===== config.mk =====
export PLATFORM = sky130hd
export DESIGN_NAME = pwm_capture_flat
export DESIGN_NICKNAME = d
export VERILOG_FILES = /design/src/rtl/pwm_capture_if.sv /design/src/rtl/pwm_capture.sv /design/src/flat_wrapper.sv
export SDC_FILE = /design/constraint.sdc
export NUM_CORES = 1
export LEC_CHECK = 0
export CELL_PAD_IN_SITES_DETAIL_PLACEMENT = 2
export CELL_PAD_IN_SITES_GLOBAL_PLACEMENT = 2
export CORE_MARGIN = 2
export CORE_UTILIZATION = 38
export DETAILED_ROUTE_END_ITERATION = 12
export GPL_ROUTABILITY_DRIVEN = 0
export HOLD_SLACK_MARGIN = 0.08
export PLACE_DENSITY_LB_ADDON = 0.1
export SLEW_MARGIN = 20
export SYNTH_ARGS = -nofsm -noshare
export SYNTH_HDL_FRONTEND = slang
export SYNTH_HIERARCHICAL = 1
export SYNTH_SLANG_ARGS = --single-unit

===== constraint.sdc =====
create_clock -name clk -period 6.63 [get_ports clk]
set_clock_uncertainty 0.1 [all_clocks]
set_input_delay 1.326 -clock clk [delete_from_list [all_inputs] [get_ports clk]]
set_output_delay 1.326 -clock clk [all_outputs]
set_load 0.05 [all_outputs]

===== src/rtl/pwm_capture_if.sv =====
// APB slave bus bundle for pwm_capture.
interface pwm_capture_if;
  logic [31:0] paddr;
  logic [31:0] pwdata;
  logic [31:0] prdata;
  logic        psel;
  logic        penable;
  logic        pwrite;

  modport master (output paddr, pwdata, psel, penable, pwrite, input prdata);
  modport slave  (input paddr, pwdata, psel, penable, pwrite, output prdata);
endinterface


===== src/rtl/pwm_capture.sv =====
// PWM input capture: per-channel period / high-time measurement behind APB.
// Optional interrupt output enabled by defining PWM_CAPTURE_IRQ_EN.
// Register map per channel (byte offset {chan, reg, 2'b00}):
//   0 CTRL [0] enable [1] invert [2] irq enable, 1 PERIOD, 2 HIGH,
//   3 STATUS [0] valid [1] overflow (write-1-to-clear).
// n_rst is synchronous and active-high.

// One capture channel: synchronizer, edge detect, measurement FSM.
module pwm_capture_ch #(
  parameter int CNT_W = 32
) (
  input  logic             clk,
  input  logic             n_rst,
  input  logic             pwm_i,
  input  logic             en_i,
  input  logic             inv_i,
  input  logic [1:0]       w1c_i,
  output logic [CNT_W-1:0] period_o,
  output logic [CNT_W-1:0] high_o,
  output logic             valid_o,
  output logic             ovf_o
);
  localparam logic [1:0] S_IDLE = 2'd0;
  localparam logic [1:0] S_HIGH = 2'd1;
  localparam logic [1:0] S_LOW  = 2'd2;
  localparam logic [CNT_W-1:0] CNT_MAX = {CNT_W{1'b1}};

  logic [1:0]       sync_q;
  logic             s_d_q;
  logic [1:0]       state_q, state_d;
  logic [CNT_W-1:0] cnt_q, cnt_d, shadow_q, shadow_d;
  logic [CNT_W-1:0] period_q, period_d, high_q, high_d;
  logic             valid_q, valid_d, ovf_q, ovf_d;
  logic             s, rise, fall, set_valid, set_ovf;

  assign s    = sync_q[1] ^ inv_i;
  assign rise = s & ~s_d_q;
  assign fall = ~s & s_d_q;

  // Measurement FSM; the counter saturates and aborts at all-ones.
  always_comb begin
    state_d   = state_q;
    cnt_d     = cnt_q;
    shadow_d  = shadow_q;
    period_d  = period_q;
    high_d    = high_q;
    set_valid = 1'b0;
    set_ovf   = 1'b0;
    if (!en_i) begin
      state_d = S_IDLE;
      cnt_d   = '0;
    end else begin
      case (state_q)
        S_IDLE: if (rise) begin
          state_d = S_HIGH;
          cnt_d   = CNT_W'(1);
        end
        S_HIGH: if (cnt_q == CNT_MAX) begin
          set_ovf = 1'b1;
          state_d = S_IDLE;
        end else begin
          cnt_d = cnt_q + CNT_W'(1);
          if (fall) begin
            shadow_d = cnt_q;
            state_d  = S_LOW;
          end
        end
        S_LOW: if (cnt_q == CNT_MAX) begin
          set_ovf = 1'b1;
          state_d = S_IDLE;
        end else if (rise) begin
          period_d  = cnt_q;
          high_d    = shadow_q;
          set_valid = 1'b1;
          cnt_d     = CNT_W'(1);
          state_d   = S_HIGH;
        end else begin
          cnt_d = cnt_q + CNT_W'(1);
        end
        default: state_d = S_IDLE;
      endcase
    end
    // a new event beats a simultaneous clear
    valid_d = set_valid | (valid_q & ~w1c_i[0]);
    ovf_d   = set_ovf   | (ovf_q   & ~w1c_i[1]);
  end

  // Input synchronizer, edge flop and measurement state.
  always_ff @(posedge clk) begin
    if (n_rst) begin
      sync_q   <= '0;
      s_d_q    <= 1'b0;
      state_q  <= S_IDLE;
      cnt_q    <= '0;
      shadow_q <= '0;
      period_q <= '0;
      high_q   <= '0;
      valid_q  <= 1'b0;
      ovf_q    <= 1'b0;
    end else begin
      sync_q   <= {sync_q[0], pwm_i};
      s_d_q    <= s;
      state_q  <= state_d;
      cnt_q    <= cnt_d;
      shadow_q <= shadow_d;
      period_q <= period_d;
      high_q   <= high_d;
      valid_q  <= valid_d;
      ovf_q    <= ovf_d;
    end
  end

  assign period_o = period_q;
  assign high_o   = high_q;
  assign valid_o  = valid_q;
  assign ovf_o    = ovf_q;
endmodule

module pwm_capture #(
  parameter int NUM_CHANNELS = 2,
  parameter int CNT_W        = 32
) (
  input  logic                    clk,
  input  logic                    n_rst,
  pwm_capture_if.slave            apb,
  input  logic [NUM_CHANNELS-1:0] pwm_in
`ifdef PWM_CAPTURE_IRQ_EN
  ,
  output logic                    irq
`endif
);
  localparam int CH_W = (NUM_CHANNELS > 1) ? $clog2(NUM_CHANNELS) : 1;
`ifdef PWM_CAPTURE_IRQ_EN
  localparam int CTRL_W = 3;
`else
  localparam int CTRL_W = 2;
`endif

  logic [NUM_CHANNELS-1:0][CTRL_W-1:0] ctrl_q;
  logic [NUM_CHANNELS-1:0][CNT_W-1:0]  period, high;
  logic [NUM_CHANNELS-1:0]             valid, ovf, wsel;
  logic [NUM_CHANNELS-1:0][1:0]        w1c;
  logic [CH_W-1:0]                     chan;
  logic [1:0]                          rsel;
  logic                                chan_ok, wr_en;
  logic                                unused;

  assign chan    = apb.paddr[4 +: CH_W];
  assign rsel    = apb.paddr[3:2];
  assign chan_ok = {{(32-CH_W){1'b0}}, chan} < 32'(NUM_CHANNELS);
  assign wr_en   = apb.psel & apb.penable & apb.pwrite;
  assign unused  = ^{apb.paddr, apb.pwdata};

  // Decode which channel a write lands on and its W1C bits.
  always_comb begin
    wsel = '0;
    w1c  = '0;
    if (wr_en && chan_ok) wsel[chan] = 1'b1;
    for (int i = 0; i < NUM_CHANNELS; i++)
      if (wsel[i] && rsel == 2'd3) w1c[i] = apb.pwdata[1:0];
  end

  // CTRL registers; only the implemented bits are stored.
  always_ff @(posedge clk) begin
    if (n_rst) begin
      ctrl_q <= '0;
    end else begin
      for (int i = 0; i < NUM_CHANNELS; i++)
        if (wsel[i] && rsel == 2'd0) ctrl_q[i] <= apb.pwdata[CTRL_W-1:0];
    end
  end

  genvar g;
  generate
    for (g = 0; g < NUM_CHANNELS; g++) begin : g_ch
      pwm_capture_ch #(.CNT_W(CNT_W)) u_ch (
        .clk      (clk),
        .n_rst    (n_rst),
        .pwm_i    (pwm_in[g]),
        .en_i     (ctrl_q[g][0]),
        .inv_i    (ctrl_q[g][1]),
        .w1c_i    (w1c[g]),
        .period_o (period[g]),
        .high_o   (high[g]),
        .valid_o  (valid[g]),
        .ovf_o    (ovf[g])
      );
    end
  endgenerate

  // Combinational read mux; held at zero during reset.
  always_comb begin
    apb.prdata = '0;
    if (!n_rst && apb.psel && !apb.pwrite && chan_ok) begin
      case (rsel)
        2'd0: apb.prdata = 32'(ctrl_q[chan]);
        2'd1: apb.prdata = 32'(period[chan]);
        2'd2: apb.prdata = 32'(high[chan]);
        2'd3: apb.prdata = {30'b0, ovf[chan], valid[chan]};
        default: apb.prdata = '0;
      endcase
    end
  end

`ifdef PWM_CAPTURE_IRQ_EN
  logic irq_q;
  logic [NUM_CHANNELS-1:0] irq_src;

  always_comb begin
    irq_src = '0;
    for (int i = 0; i < NUM_CHANNELS; i++)
      irq_src[i] = (valid[i] | ovf[i]) & ctrl_q[i][2];
  end

  // Registered interrupt: one cycle behind the status bits.
  always_ff @(posedge clk) begin
    if (n_rst) irq_q <= 1'b0;
    else       irq_q <= |irq_src;
  end

  assign irq = irq_q;
`endif
endmodule

===== src/flat_wrapper.sv =====
// flat-port wrapper written by rule: the top's interface ports become plain ports
module pwm_capture_flat 
#(
  parameter int NUM_CHANNELS = 2,
  parameter int CNT_W        = 32
)
  (clk, n_rst, pwm_in, apb_paddr, apb_pwdata, apb_psel, apb_penable, apb_pwrite, apb_prdata);
  pwm_capture_if apb_i ();
  input  logic clk;
  input  logic n_rst;
  input  logic [NUM_CHANNELS-1:0] pwm_in;
  input wire logic [$bits(apb_i.paddr)-1:0] apb_paddr;
  input wire logic [$bits(apb_i.pwdata)-1:0] apb_pwdata;
  input wire logic [$bits(apb_i.psel)-1:0] apb_psel;
  input wire logic [$bits(apb_i.penable)-1:0] apb_penable;
  input wire logic [$bits(apb_i.pwrite)-1:0] apb_pwrite;
  output wire logic [$bits(apb_i.prdata)-1:0] apb_prdata;
  assign apb_i.paddr = apb_paddr;
  assign apb_i.pwdata = apb_pwdata;
  assign apb_i.psel = apb_psel;
  assign apb_i.penable = apb_penable;
  assign apb_i.pwrite = apb_pwrite;
  assign apb_prdata = apb_i.prdata;
  pwm_capture #(.NUM_CHANNELS(NUM_CHANNELS), .CNT_W(CNT_W)) u_core (.clk(clk), .n_rst(n_rst), .apb(apb_i), .pwm_in(pwm_in));
endmodule

## Word level (Yosys, flattened, before mapping)

Index checks and enable logic that the tools add are counted.

- Bitwise logic cells: 28
- Order comparisons: 2
- Equality and inequality tests: 17
- Reduce and logical (&&, ||, !) cells: 24
- Add/subtract/negate cells: 2
- Mux-type cells: 51

Operator list:

| kind | count |
|---|---|
| $mux 32 | 13 |
| $pmux 32 s3 | 2 |
| $pmux 32 s4 | 1 |
| $add 32x1->32 const B | 2 |
| $eq 32x32->1 const B | 2 |
| $mux 2 | 13 |
| $reduce_and 4->1 | 6 |
| $mux 1 | 19 |
| $ne 2x2->1 const B | 6 |
| $not 1->1 | 12 |
| $pmux 2 s3 | 2 |
| $and 1x1->1 | 10 |
| $eq 2x2->1 const B | 4 |
| $reduce_or 2->1 | 4 |
| $logic_and 1x1->1 | 7 |
| $eq 2x1->1 const B | 3 |
| $logic_not 2->1 | 3 |
| $ne 3x3->1 const B | 2 |
| $reduce_bool 3->1 | 2 |
| $or 1x1->1 | 4 |
| $logic_not 1->1 | 2 |
| $lt 1x2->1 const B | 1 |
| $xor 1x1->1 | 2 |
| $demux 1 s1 | 1 |
| $ge 1x1->1 const B | 1 |

- Flip-flop bits (word level): 274
- Word-level logic and storage cells: 144
- Output and inout bits: 32
- Input bits: 71

## Longest topological paths before layout

- Depth in word-level cells: 10
- Mapped depth: 10
- Gate-level depth less buffers: 7

## By module

The synthesis kept the hierarchy.

By module, submodules not included:

| module | area an instance (sq um) | sequential area each (sq um) | instances | cells an instance |
|---|---|---|---|---|
| pwm_capture_ch at u_core.g_ch[0].u_ch | 5,662.9 | 2,702.6 | 1 | 703 |
| pwm_capture_ch at u_core.g_ch[1].u_ch | 5,660.4 | 2,702.6 | 1 | 629 |
| pwm_capture | 1,550.2 | 80.1 | 1 | 185 |

## Worst setup path after synthesis

No wires, ideal clock.

- Path type: input -> output
- From: in apb_paddr[3]
- To: out apb_prdata[30]
- Stages: 4
- Slack: 2.276 ns
- Data arrival time: 2.928 ns
- Data required time: 5.204 ns
- Cell sequence: buf_4 > nor2b_1 > a221oi_1 > nor3b_1

- Longest elaborated chain between the ends: 3
- Elaborated cells between the ends (all ways): 6
- Classes of those cells: 3 x eq/ne; 2 x mux; 1 x reduce/logical

RTL lines:

| element | RTL line | source |
|---|---|---|
| start, declared | flat_wrapper.sv:12 | `input wire logic [$bits(apb_i.paddr)-1:0] apb_paddr;` |
| $eq 2x2->1, or another cell as far along | pwm_capture.sv:195 | `case (rsel)` |
| $pmux 32 s4 (*) | pwm_capture.sv:195 |  |
| $mux 32 (*) | pwm_capture.sv:194 | `if (!n_rst && apb.psel && !apb.pwrite && chan_ok) begin` |
| end, declared | flat_wrapper.sv:17 | `output wire logic [$bits(apb_i.prdata)-1:0] apb_prdata;` |

Mark *: on every way between the ends. The rest lies on a longest branch, timed or not.

## Worst setup path after layout

- From: in apb_paddr[3]
- To: out apb_prdata[14]

Same word-level chain as after synthesis.

==> run_results.csv <==
group,metric,value,unit
timing,setup_violations,0,
floorplan,die-area,35400,sq um
timing,min_period,5340,ps
synth,synthCells,1517,
drt,met3_length,989,microns
synth,synth_warnings,6,
drt,ant_nets,0,
status,status,"complete, no violations",
synth,async_flop_share,0,%
drt,drc,0,
timing,timing.fmax,0.187,GHz
floorplan,start_util,38.5,%
final_layout,num-nets-final,1591,
placement,hpwl,29100,microns
global_route,grt_overflow_total,0,
clock_tree,cts_made_buffers,35,
critical_path,reg2reg_depth,7,
synth,syn_avg_cell_area,8.49,sq um
timing,tightest_slew,1090,ps
critical_path,setup.worst_path.end_class,"primary output",
placement,io_buffers,43,
power_and_ir_drop,power_density,250,nW/um^2
synth,synth_flop_cell,"dfxtp_1",
clock_tree,cts_resized,0,
synth,synth_top_area_share,42.6,%
synth,ys_types,74,
power_and_ir_drop,max-vdd-ir-drop,0.141,mV
final_layout,final_cell_mix,"dfxtp_1 (274), nand2_1 (250), a21oi_1 (172)",
floorplan,die_h,188,microns
drt,wl_per_cell,22.1,microns
timing,hold_viol,0,
drt,highest_layer,"met4",
clock_tree,post-cts-setup-buffer-count,0,
drt,routed_wl,43800,microns
floorplan,die_x,188,microns
critical_path,arrival,3920,ps
synth,synthTopCellsByArea,"dfxtp_1 (43%), mux2i_1 (10%), nand2_1 (7.3%)",
power_and_ir_drop,power_leakage,0.00465,uW
synth,ys_seq_area_share,42.6,%
drt,drtIter0Drc,557,
final_layout,final_common_cell,"dfxtp_1",
final_layout,num_antenna_cells,0,
drt,drt-met1-wl,21000,microns
floorplan,rows,67,
critical_path,critical_path_class,"input port to primary output",
critical_path,crit_fanout,10,
final_layout,syn2layout_area_growth,13.9,%
synth,syn_area,12900,sq um
final_layout,final_area,14700,sq um
synth,synth_edf_count,0,
clock_tree,cts_tree,"yes",
global_route,grt_pass1_vias,11962,
job,maxCapViolCount,0,
final_layout,drive_gt1_share,7.64,%
floorplan,io_pins,103,
synth,synth_nets,1601,
synth,ys_seq_elements,274,
min_path,worstHoldPathType,"flip-flop to flip-flop",
global_route,antenna_found_initial,0,
drt,vias_per_cell,5.76,
clock_tree,cts-root-buf,"clkbuf_16",
global_route,grt_max_degree,86,
timing,slew_violations,0,
timing,rsz0062_at_grt,"false",
critical_path,critPathLaunchType,"input port",
global_route,grt_util_all_layers,24.6,%
synth,yosysTopAreaCell,"dfxtp_1",
drt,drt_first_pass_iters,5,
min_path,hold_depth,1,
timing,fin_crit_sh,80.6,%
drt,met2_wirelength,21100,microns
clock_tree,clk_pin_slew,50,ps
clock_tree,hold_buffers,0,
drt,via_count,11403,
floorplan,coreArea,33400,sq um
timing,slew_headroom,27.3,%
timing,timing.setup.tns,0,ps
placement,placedInstanceArea,13500,sq um
clock_tree,clock-sinks,274,
clock_tree,clk_latency,500,ps
clock_tree,htreeDepth,2,
critical_path,required,5200,ps
clock_tree,cts_buffer_depth,3,
global_route,grt_pass1_wl,69700,microns
==> Yosys cell counts (5+ instances only) <==
cell type,count
dfxtp_1,274
nand2_1,250
a21oi_1,173
mux2i_1,134
nor2_1,100
nand3_1,60
clkbuf_1,56
o21ai_0,50
o22ai_1,44
and2_1,30
buf_2,28
nand4_1,22
inv_1,19
o31ai_1,18
or3_1,18
or4_1,16
a32o_1,15
nor3_1,15
and3_1,14
buf_4,14
a211oi_1,13
ha_1,13
nand2b_1,11
nor2b_1,10
nor4_1,10
buf_6,7
o211ai_1,6
a211o_1,5
==> report_power, final <==
part	internal [uW]	switching [uW]
logic	28.9	66.0
registers	1650	1.76
clock network	1200	729
==> final cells by class <==
class / count / area, sq um
Tap cell: 448 / 561
Timing Repair Buffer: 64 / 567
Clock buffer: 52 / 1030
Inverter: 20 / 75.1
Fill cell: 3661 / 18800
Sequential cell: 274 / 5490
Clock inverter: 10 / 135
Multi-Input combinational cell: 1112 / 6810
==> sequential cells by signal, indices dropped and copies added (netlist names) <==
| signal | flops |
|---|---|
| u_core/g_ch.u_ch/high_o | 64 |
| u_core/g_ch.u_ch/shadow_q | 64 |
| u_core/g_ch.u_ch/valid_o | 2 |
| u_core/g_ch.u_ch/state_q | 4 |
| u_core/g_ch.u_ch/s_d_q | 2 |
| u_core/g_ch.u_ch/cnt_q | 64 |
| u_core/ctrl_q | 4 |
| u_core/g_ch.u_ch/ovf_o | 2 |
| u_core/g_ch.u_ch/sync_q | 4 |
| u_core/g_ch.u_ch/period_o | 64 |
==> per-layer routing <==
| metal | global-route usage [%] | up-vias |
|---|---|---|
| met5 | 0 | - |
| met3 | 2.70 | 47 |
| li1 | - | 5408 |
| met2 | 42.0 | 119 |
| met4 | 5.69 | 0 |
| met1 | 33.4 | 5829 |
==> per-stage QoR <==
stage | hold slack [ps] | cells | total power, uW | util, % | worst slack, ps
3_3_place_gp | 320 | 1918 | 1780 | 40.4 | 1350
6_report | 350 | 1980 | 3670 | 43.8 | 1290
3_5_place_dp | 341 | 1918 | 1780 | 40.4 | 1250
2_1_floorplan | 314 | 1517 | 1760 | - | 2280
4_1_cts | 354 | 1980 | 3710 | 43.8 | 1250
5_1_grt | 365 | 1980 | 3790 | 43.8 | 1130
==> kinds of logic (layout without fill, tap and decap cells) <==
| group | after synthesis | count (layout) | share of synthesized area (%) |
|---|---|---|---|
| fa+ha+maj | 13 | 13 | 1.26 |
| simple gates | 593 | 593 | 22.9 |
| flops | 274 | 274 | 42.6 |
| xor+xnor | 8 | 8 | 0.544 |
| buf+inv | 131 | 146 | 4.93 |
| mux | 134 | 134 | 10.4 |
| compound gates | 364 | 364 | 17.4 |
==> worst paths after layout <==
| kind | startpoint | endpoint | slack [ps] |
|---|---|---|---|
| setup reg to reg | u_core/g_ch[0].u_ch/cnt_q[0] | u_core/g_ch[0].u_ch/cnt_q[23] | 3050 |
| setup / recovery | apb_paddr[3] | apb_prdata[14] | 1290 |
| hold reg to reg | u_core/g_ch[0].u_ch/sync_q[0] | u_core/g_ch[0].u_ch/sync_q[1] | 350 |
| hold / removal | u_core/g_ch[0].u_ch/sync_q[0] | u_core/g_ch[0].u_ch/sync_q[1] | 350 |
==> worst max-delay path: stages <==
cell and delay, ps:
clkdlybuf4s50_1 810, nor2_1 160, nor2b_1 430, buf_4 240, and2_1 130, clkdlybuf4s50_1 800
No activity file was read; power rests on OpenSTA's default activity.
